<file path="config.mk">
export PLATFORM = sky130hd
export DESIGN_NAME = ov7670_config_sequencer
export DESIGN_NICKNAME = d
export VERILOG_FILES = /design/src/rtl/ov7670_config_sequencer.sv
export SDC_FILE = /design/constraint.sdc
export NUM_CORES = 1
export LEC_CHECK = 0
export BUFFER_PORTS_ARGS = -buffer_cell sky130_fd_sc_hd__buf_2
export CAP_MARGIN = 10
export CORE_ASPECT_RATIO = 1.2
export CORE_MARGIN = 5
export CORE_UTILIZATION = 50
export DETAILED_ROUTE_END_ITERATION = 10
export PLACE_DENSITY = 0.73
export REMOVE_ABC_BUFFERS = 1
export SYNTH_ARGS = -nofsm -noshare
export SYNTH_HDL_FRONTEND = slang
export SYNTH_SLANG_ARGS = --single-unit
</file>
<file path="constraint.sdc">
create_clock -name clk_i -period 3.3 [get_ports clk_i]
set_input_delay 0.165 -clock clk_i [delete_from_list [all_inputs] [get_ports clk_i]]
set_output_delay 0.165 -clock clk_i [all_outputs]
set_load 0.1 [all_outputs]
</file>
<file path="src/rtl/ov7670_config_sequencer.sv">
// Walks the OV7670 configuration ROM and issues one SCCB register write per entry,
// honouring timed-delay (16'h00F0) and end-of-table (16'hFFFF) markers.
module ov7670_config_sequencer #(
  parameter int unsigned DELAY_CYCLES = 250000,
  parameter int unsigned MAX_ADDR     = 255
) (
  input  logic        clk_i,
  input  logic        rst_ni,
  input  logic        start_i,
  output logic [7:0]  rom_addr_o,
  input  logic [15:0] rom_data_i,
  output logic        cmd_valid_o,
  input  logic        cmd_ready_i,
  output logic [7:0]  cmd_reg_o,
  output logic [7:0]  cmd_data_o,
  output logic        busy_o,
  output logic        done_o,
  output logic [7:0]  write_count_o
);

  localparam int CNT_W = (DELAY_CYCLES > 1) ? $clog2(DELAY_CYCLES) : 1;
  localparam logic [CNT_W-1:0] DELAY_LOAD = CNT_W'(DELAY_CYCLES - 1);
  localparam logic [7:0]  LAST_ADDR   = 8'(MAX_ADDR);
  localparam logic [15:0] ENTRY_DELAY = 16'h00F0;
  localparam logic [15:0] ENTRY_END   = 16'hFFFF;

  typedef enum logic [2:0] {
    S_IDLE, S_FETCH, S_DECODE, S_SEND, S_DELAY, S_DONE
  } state_t;

  state_t           state_q, state_d;
  logic [7:0]       addr_q, addr_d;
  logic [CNT_W-1:0] cnt_q, cnt_d;
  logic             cmd_valid_q, cmd_valid_d;
  logic [7:0]       cmd_reg_q, cmd_reg_d;
  logic [7:0]       cmd_data_q, cmd_data_d;
  logic             busy_q, busy_d;
  logic             done_q, done_d;
  logic [7:0]       wcount_q, wcount_d;
  logic             advance;

  always_comb begin
    state_d     = state_q;
    addr_d      = addr_q;
    cnt_d       = cnt_q;
    cmd_valid_d = cmd_valid_q;
    cmd_reg_d   = cmd_reg_q;
    cmd_data_d  = cmd_data_q;
    busy_d      = busy_q;
    done_d      = done_q;
    wcount_d    = wcount_q;
    advance     = 1'b0;

    unique case (state_q)
      S_IDLE, S_DONE: begin
        if (start_i) begin
          addr_d   = 8'd0;
          wcount_d = 8'd0;
          done_d   = 1'b0;
          busy_d   = 1'b1;
          state_d  = S_FETCH;
        end
      end
      S_FETCH: state_d = S_DECODE;
      S_DECODE: begin
        if (rom_data_i == ENTRY_END) begin
          busy_d  = 1'b0;
          done_d  = 1'b1;
          state_d = S_DONE;
        end else if (rom_data_i == ENTRY_DELAY) begin
          cnt_d   = DELAY_LOAD;
          state_d = S_DELAY;
        end else begin
          cmd_reg_d   = rom_data_i[15:8];
          cmd_data_d  = rom_data_i[7:0];
          cmd_valid_d = 1'b1;
          state_d     = S_SEND;
        end
      end
      S_SEND: begin
        // Command stays frozen until the transmitter takes it.
        if (cmd_valid_q && cmd_ready_i) begin
          cmd_valid_d = 1'b0;
          if (wcount_q != 8'hFF) wcount_d = wcount_q + 8'd1;
          advance = 1'b1;
        end
      end
      S_DELAY: begin
        if (cnt_q == '0) advance = 1'b1;
        else             cnt_d = cnt_q - 1'b1;
      end
      default: state_d = S_IDLE;
    endcase

    // Last ROM address ends the walk; the address never wraps.
    if (advance) begin
      if (addr_q == LAST_ADDR) begin
        busy_d  = 1'b0;
        done_d  = 1'b1;
        state_d = S_DONE;
      end else begin
        addr_d  = addr_q + 8'd1;
        state_d = S_FETCH;
      end
    end
  end

  always_ff @(posedge clk_i or negedge rst_ni) begin
    if (!rst_ni) begin
      state_q     <= S_IDLE;
      addr_q      <= 8'd0;
      cnt_q       <= '0;
      cmd_valid_q <= 1'b0;
      cmd_reg_q   <= 8'd0;
      cmd_data_q  <= 8'd0;
      busy_q      <= 1'b0;
      done_q      <= 1'b0;
      wcount_q    <= 8'd0;
    end else begin
      state_q     <= state_d;
      addr_q      <= addr_d;
      cnt_q       <= cnt_d;
      cmd_valid_q <= cmd_valid_d;
      cmd_reg_q   <= cmd_reg_d;
      cmd_data_q  <= cmd_data_d;
      busy_q      <= busy_d;
      done_q      <= done_d;
      wcount_q    <= wcount_d;
    end
  end

  assign rom_addr_o    = addr_q;
  assign cmd_valid_o   = cmd_valid_q;
  assign cmd_reg_o     = cmd_reg_q;
  assign cmd_data_o    = cmd_data_q;
  assign busy_o        = busy_q;
  assign done_o        = done_q;
  assign write_count_o = wcount_q;

endmodule

</file>
==> flow_summary_export.csv, run 1 <==
group,metric,value,unit
finish,diodes,0,
detailed_routing,wl_per_cell,15.61,um
finish,fill_cells,470,
sta,fmax,368.6,MHz
synthesis,seq_area_frac_synth,49.65,%
worst_setup_path,required,3540,ps
clock_tree,numCtsBuffers,5,
finish,final_cells,402,
clock_tree,cts-root-buf,"clkbuf_8",
sta,finClkSkew,9.938,ps
clock_tree,h-tree-depth,2,
floorplanning,die_h,92.31,um
floorplanning,pin_count,55,
finish,fin_nets,361,
clock_tree,clkTransAtPathRegs,100,ps
detailed_routing,ant_nets,0,
grt,grt_pass1_vias,2339,
hold_path,min_path_type,"primary input to flip-flop",
detailed_routing,firstDrtPassIters,4,
finish,final_cell_mix,"56 x dfrtp_1, 54 x buf_2, 22 x nand2_1",
synthesis,synth_cell_type_count,49,
grt,grt_pass1_wl,10930,um
detailed_routing,viasPerCell,5.925,
worst_setup_path,start_kind,"flip-flop",
synthesis,synth_warnings,0,
sta,hold_viol,0,
synthesis,async_flop_share,100.0,%
clock_tree,cts_tree,"built",
floorplanning,start_util,50.81,%
run_status,status,"completed",
sta,rsz0062_at_grt,"false",
sta,period_share,82.22,%
clock_tree,cts_setup_buffers,0,
worst_setup_path,crit_type,"flip-flop to flip-flop",
worst_setup_path,end_kind,"flip-flop",
floorplanning,dieArea,7254,sq um
grt,grt_max_degree,32,
finish,layout-drive-gt1-share,26.33,%
detailed_routing,vias,2382,
floorplanning,die_w,78.59,um
detailed_routing,drt-initial-drc-count,170,
grt,grt_overflow_total,0,
sta,holdWs,106.2,ps
grt,grtUsageTotal,18.58,%
grt,antenna_found_initial,0,
placement,gp_congestion,0.8168,
sta,worst_pin_slew,777.4,ps
synthesis,synth_ff_type,"dfrtp_1",
synthesis,syn_area_per_cell,10.12,sq um
sta,min_period,2713,ps
sta,worst_slack,586.9,ps
finish,syn_to_final_growth,17.55,%
sta,slew_headroom,47.69,%
clock_tree,cts_sinks,56,
synthesis,synth_edf_count,0,
synthesis,ys_ff_latch,56,
detailed_routing,wl,6277,um
placement,pre_cts_ws,592.0,ps
placement,port_buffers,54,
synthesis,syn_inst,279,
clock_tree,clockBufferDepth,2,
sta,timing.setup.tns,0,ps
synthesis,netlist_area,2823,sq um
placement,placedCellCount,394,
floorplanning,num_rows,30,
sta,finalSetupViolations,0,
floorplanning,core,5555,sq um
placement,dpl.hpwl,4598,um
finish,layout_commonest_cell,"dfrtp_1",
clock_tree,worstSkewPairLatency,310,ps
run,cap_violations,0,
worst_setup_path,crit_fanout,9,
detailed_routing,drcViolationCount,0,
sta,slew_viol_final,0,
worst_setup_path,worstPathArrival,2950,ps
==> registers in the layout, summed over array words and instances, names as in the netlist <==
| register | cells |
|---|---|
| busy_o | 1 |
| cmd_data_o | 8 |
| cmd_reg_o | 8 |
| cmd_valid_o | 1 |
| cnt_q | 18 |
| done_o | 1 |
| rom_addr_o | 8 |
| state_q | 3 |
| write_count_o | 8 |
==> routing by layer <==
layer	global-route usage, %	up-vias	routed length (um)
li1	-	1160	-
met1	23.60	1144	2712
met2	31.52	72	3101
met3	4.183	6	403
met4	5.539	0	60
met5	0	-	0
==> stage by stage <==
stage	utilization [%]	cell area (sq um)
after floorplan	-	2791
after global placement	57.23	3179
after detailed placement	57.23	3179
after CTS	59.73	3318
after global routing	59.73	3318
final	59.73	3318
==> logic make-up after synthesis <==
group / synth area share, %
and+or+nand+nor: 22.12
DFF: 49.65
AOI/OAI and AO/OA: 13.17
muxes: 7.092
buffers and inverters: 2.305
xor gates and xnor gates: 4.344
adders and majority gates: 1.330
==> final cells by class <==
type / count / area [sq um] / share of cell area [%]
well taps: 64 / 80.08 / 2.413
clock inverters: 2 / 60.06 / 1.810
repair buffers: 60 / 317.8 / 9.578
flip-flops and latches: 56 / 1401 / 42.23
multi-input cells: 206 / 1356 / 40.87
clock buffers: 5 / 68.82 / 2.074
inverters: 9 / 33.78 / 1.018
==> Yosys cell counts, types with 8 or more instances <==
cell type	instances	area share (%)
nor4_1	12	2.7
nand3_1	13	2.3
a21oi_1	13	2.3
inv_1	9	1.2
o21ai_0	12	2.1
dfrtp_1	56	50
mux2_2	16	6.4
nor3_1	10	1.8
nand4_1	8	1.8
nand2_1	22	2.9
nor2_1	19	2.5
==> worst max-delay path: stages (launching register included) <==
cell and delay [ps]:
dfrtp_1 430, or4_4 550, or4_1 590, o31a_4 430
or4_1 500, a21oi_1 150
==> worst paths after layout <==
path | from | endpoint | slack, ps | cells after the start
max | cnt_q[14] | rom_addr_o[5] | 590 | 5
min | rom_data_i[4] | cmd_data_o[4] | 110 | 2
max reg2reg | cnt_q[14] | rom_addr_o[5] | 590 | 5
min reg2reg | done_o | done_o | 510 | 2
max in group asynchronous | rst_ni | cmd_data_o[3] | 2120 | 3
min in group asynchronous | rst_ni | write_count_o[7] | 370 | 2
==> timing repair <==
item | in CTS | in global routing
hold endpoints to repair | 25 | 0
hold buffers | 1 | 0
resized for setup | 0 | 0
Power of run 1 is not shown: default switching activity piles up to over one toggle a cycle in this logic, so the estimate is an artifact.
==> inputs of run 2 (changes only) <==
Settings changed: PLACE_DENSITY 0.73 to 0.76.
Clock period 3.3 ns to 2.2 ns, I/O delays scaled along.
==> flow_summary_export.csv, run 2 (same netlist as run 1, synthesis figures left out) <==
group,metric,value,unit
run_status,status,"finished, violations left",
run_status,violations,"negative setup slack",
sta,finClkSkew,2.362,ps
clock_tree,h-tree-depth,2,
finish,layout-drive-gt1-share,35.34,%
grt,grt_max_degree,32,
sta,holdWs,33.40,ps
pwr,p_total,5717,uW
finish,syn_to_final_growth,28.59,%
placement,gp_congestion,0.8207,
worst_setup_path,crit_slowest_cell,"or4_4",
placement,dpl.hpwl,5187,um
finish,largest_reg_flops,18,
worst_setup_path,start_kind,"flip-flop",
worst_setup_path,crit_type,"flip-flop to flip-flop",
finish,fin_nets,387,
detailed_routing,vias,2547,
worst_setup_path,required,2400,ps
worst_setup_path,cp_common_cell,"or4_4",
worst_setup_path,crit_fanout,5,
sta,slew_viol_final,0,
grt,grt_pass1_wl,11690,um
sta,slew_headroom,58.99,%
placement,port_buffers,54,
pwr,powerDensity,1575,nW/um^2
sta,period_share,107.1,%
sta,hold_viol,0,
worst_setup_path,worst-path-buf-inv,1,
run,cap_violations,0,
floorplanning,num_rows,30,
pwr,ir_drop,0.001196,V
detailed_routing,ant_nets,0,
sta,worst_pin_slew,615.2,ps
floorplanning,start_util,50.81,%
floorplanning,die_h,92.31,um
clock_tree,numCtsBuffers,5,
clock_tree,cts_tree,"built",
finish,regMostFlops,"cnt_q",
detailed_routing,drcViolationCount,0,
sta,rsz0062_at_grt,"true",
worst_setup_path,cp_top_family,"simple AND/OR/NAND/NOR gates",
clock_tree,worstSkewPairLatency,310,ps
pwr,internal-power,2504,uW
grt,grtUsageTotal,20.01,%
sta,finalSetupViolations,9,
floorplanning,pin_count,55,
detailed_routing,viasPerCell,5.937,
floorplanning,core,5555,sq um
clock_tree,cts-root-buf,"clkbuf_8",
worst_setup_path,critPathMaxStageDelay,540,ps
detailed_routing,firstDrtPassIters,4,
hold_path,min_path_type,"primary input to flip-flop",
pwr,p_sw_share,56.19,%
clock_tree,clockBufferDepth,2,
sta,worst_slack,-157.0,ps
pwr,power_switching,3212,uW
detailed_routing,wl,6986,um
finish,layout_commonest_cell,"dfrtp_1",
detailed_routing,drt-initial-drc-count,87,
floorplanning,die_w,78.59,um
finish,diodes,0,
pwr,power_frac_clock,12.3,%
pwr,power_frac_seq,28.6,%
grt,grt_overflow_total,0,
pwr,p_comb_share,59.1,%
pwr,leakage,0.001553,uW
floorplanning,dieArea,7254,sq um
grt,antenna_found_initial,0,
clock_tree,cts_sinks,56,
grt,grt_pass1_vias,2664,
worst_setup_path,end_kind,"flip-flop",
worst_setup_path,worstPathArrival,2560,ps
clock_tree,clkTransAtPathRegs,100,ps
sta,min_period,2357,ps
sta,fmax,424.3,MHz
worst_setup_path,path_cells,"or4_4, or4_4, o31a_4, buf_4, o311ai_4, o41ai_2",
finish,final_cell_mix,"56 x dfrtp_1, 54 x buf_2, 26 x buf_4",
detailed_routing,wl_per_cell,16.28,um
-- run 2: cell types whose count changed in the layout (fill, tap and decap cells not counted), sizes merged --
cell,change
clkinvlp,+1
bufinv,-1
buf,+26
inv,+1
-- run 2: path summary, 6_finish.rpt --
path / start / end / slack, ps / depth (start not counted)
worst min register to register: cmd_data_o[2] / cmd_data_o[2] / 510 / 1
worst max register to register: cnt_q[16] / rom_addr_o[3] / -160 / 6
min in group asynchronous: rst_ni / write_count_o[0] / 340 / 2
worst max-delay path: cnt_q[16] / rom_addr_o[3] / -160 / 6
max in group asynchronous: rst_ni / cnt_q[1] / 1280 / 3
worst min-delay path: rom_data_i[6] / cmd_data_o[6] / 30 / 2
-- run 2: final cells by class --
type                       count  area (sq um)
clock inverter                 3         46.29
inverter                       9         33.78
multi-input combinational    206          1450
clock buffer                   5         68.82
timing repair buffer          86         549.3
tap                           64         80.08
fill                         454          1926
sequential                    56          1401
-- run 2: stage by stage --
stage	area, sq um	util (%)	TNS [ps]	worst slack (ps)	cells
finish	3630	65.34	-900.8	-157.0	429
global route	3630	65.34	-1573	-237.4	429
CTS	3565	64.17	-1269	-159.4	428
detailed placement	3392	61.06	-2011	-267.5	419
global placement	3392	61.06	-1253	-229.0	419
floorplan	2791	-	-4570	-446.2	271
-- run 2: routing by layer --
| layer | wire [um] | global-route usage, % | vias up |
|---|---|---|---|
| li1 | - | - | 1218 |
| met1 | 2910 | 24.54 | 1227 |
| met2 | 3475 | 33.78 | 85 |
| met3 | 422 | 4.280 | 17 |
| met4 | 178 | 8.601 | 0 |
| met5 | 0 | 0 | - |
-- run 2: what timing repair did --
action                                 in CTS  in global routing
setup endpoints to repair                  18                 24
hold buffers                                1                  0
setup buffers                               0                  1
pin swaps                                  11                  6
resized for setup                          12                 11
endpoints found under the hold margin      25                  0
-- run 2: power groups by stage --
stage                     clock network [uW]  registers (uW)  logic (uW)
final                                    704            1630        3380
after global placement                     0            1610        3230
after global routing                     766            1690        3550
after floorplan                            0            3450         746
after detailed placement                   0            1630        3290
after CTS                                711            1620        3330
Power figures use the tool's default switching activity.
==> inputs of run 3 (changes only) <==
Settings changed: BUFFER_PORTS_ARGS -buffer_cell sky130_fd_sc_hd__buf_2 to not set, DONT_BUFFER_PORTS set to 1, PLACE_DENSITY 0.76 to 0.68.
==> flow_summary_export.csv, run 3 (same netlist as run 1, synthesis figures left out) <==
group,metric,value,unit
sta,slew_headroom,61.25,%
detailed_routing,wl_per_cell,16.34,um
floorplanning,core,5555,sq um
worst_setup_path,critPathMaxStageDelay,530,ps
placement,dpl.hpwl,4927,um
worst_setup_path,cp_common_cell,"or4_4",
placement,place_area,3357,sq um
grt,grt_max_degree,57,
pwr,powerDensity,1534,nW/um^2
sta,min_period,2303,ps
sta,hold_viol,0,
detailed_routing,ant_nets,0,
sta,slew_viol_final,0,
pwr,leakage,0.001578,uW
worst_setup_path,required,2430,ps
sta,worst_slack,-103.4,ps
detailed_routing,vias,2492,
grt,grt_pass1_wl,12200,um
sta,fmax,434.1,MHz
pwr,ir_drop,0.001066,V
sta,worst_pin_slew,579.1,ps
clock_tree,clockBufferDepth,2,
grt,antenna_found_initial,0,
clock_tree,worstSkewPairLatency,310,ps
worst_setup_path,rr_worst_depth,7,
detailed_routing,wl,6994,um
run,cap_violations,0,
grt,grt_pass1_vias,2636,
worst_setup_path,crit_type,"flip-flop to flip-flop",
sta,period_share,104.7,%
worst_setup_path,crit_end,"rom_addr_o[1]",
sta,rsz0062_at_grt,"true",
floorplanning,die_h,92.31,um
floorplanning,pin_count,55,
sta,finClkSkew,11.49,ps
hold_path,hold_depth,3,
clock_tree,h-tree-depth,2,
placement,port_buffers,0,
finish,utilization,68.69,%
worst_setup_path,regToRegSetupSlack,-100,ps
floorplanning,dieArea,7254,sq um
grt,grtUsageTotal,21.07,%
placement,gp_congestion,0.8288,
detailed_routing,firstDrtPassIters,6,
clock_tree,cts_sinks,56,
worst_setup_path,r2r-start,"cnt_q[13]",
finish,regMostFlops,"cnt_q",
sta,finalSetupViolations,15,
clock_tree,numCtsBuffers,5,
finish,fin_area,3816,sq um
detailed_routing,drt-initial-drc-count,99,
finish,layout_commonest_cell,"buf_4",
worst_setup_path,cp-startpoint,"cnt_q[13]",
worst_setup_path,start_kind,"flip-flop",
clock_tree,cts-root-buf,"clkbuf_8",
run_status,violations,"negative setup slack",
worst_setup_path,r2r-end,"rom_addr_o[1]",
worst_setup_path,worstPathArrival,2530,ps
finish,largest_reg_flops,18,
finish,fin_nets,386,
detailed_routing,viasPerCell,5.822,
floorplanning,die_w,78.59,um
finish,syn_to_final_growth,35.20,%
worst_setup_path,path_cells,"or4_4, or4_4, o31a_4, buf_12, nor2_4, buf_6, mux2i_2",
finish,layout-drive-gt1-share,30.49,%
worst_setup_path,crit_slowest_cell,"or4_4",
finish,final_cell_mix,"61 x buf_4, 56 x dfrtp_1, 21 x nand2_1",
clock_tree,cts_tree,"built",
run_status,status,"finished, violations left",
detailed_routing,drcViolationCount,0,
floorplanning,num_rows,30,
worst_setup_path,end_kind,"flip-flop",
worst_setup_path,crit_fanout,8,
floorplanning,start_util,50.81,%
finish,diodes,0,
hold_path,min_path_type,"primary input to flip-flop",
clock_tree,clkTransAtPathRegs,100,ps
grt,grt_overflow_total,0,
==> run 3: stage by stage <==
| step | hold slack, ps | std cells | power (uW) | setup slack [ps] | TNS (ps) |
|---|---|---|---|---|---|
| 6_report | 35.47 | 428 | 5855 | -103.4 | -752.2 |
| 2_1_floorplan | -185.6 | 271 | 4191 | -446.2 | -4570 |
| 4_1_cts | 18.27 | 426 | 5838 | -151.9 | -1179 |
| 5_1_grt | 25.10 | 428 | 6150 | -163.4 | -2251 |
| 3_3_place_gp | -184.1 | 398 | 4961 | -216.5 | -1177 |
| 3_5_place_dp | -184.1 | 398 | 5025 | -248.5 | -2105 |
==> run 3: final cells by class <==
type                       instances  area [sq um]
clock buffer                       5         68.82
clock inverter                     3         46.29
fill                             430          1739
inverter                           9         33.78
multi-input combinational        206          1454
sequential                        56          1401
tap                               64         80.08
timing repair buffer              85         732.0
==> run 3: report_power, final <==
group / internal (uW) / total (uW) / switching [uW] / leakage [uW]
clock: 343 / 688 / 345 / 0.0000548
sequential: 1350 / 1560 / 207 / 0.000651
combinational: 966 / 3610 / 2640 / 0.000872
total: 2660 / 5850 / 3200 / 0.00158
==> run 3: layer usage <==
layer	global-route usage, %	vias to the layer above	share of wire (%)
met2	36.05	65	51
met4	6.268	0	1.3
met1	25.19	1208	42
met3	6.712	9	6.4
li1	-	1210	-
met5	0	-	0
==> run 3: repair_timing <==
action / in CTS / in global routing
gates resized for setup: 15 / 15
setup endpoints to repair: 19 / 23
buffers inserted: 2 / 2
endpoints found under the hold margin: 72 / 0
pin swaps: 10 / 9
hold buffers: 18 / 0
==> run 3: critical path: cells and delay by family, from the launching register on <==
family | cells | cell delay, ps
AND/OR/NAND/NOR | 3 | 1060
buffers and inverters | 2 | 260
multiplexers | 1 | 200
flip-flops | 1 | 400
AO/OA/AOI/OAI | 1 | 300
==> run 3: worst min path at each step <==
stage	startpoint	endpoint	slack [ps]
global route	start_i	state_q[0]	30
CTS	start_i	state_q[2]	20
global placement	rst_ni	write_count_o[3]	-180
finish	start_i	state_q[0]	40
detailed placement	rst_ni	write_count_o[3]	-180
floorplan	rst_ni	busy_o	-190
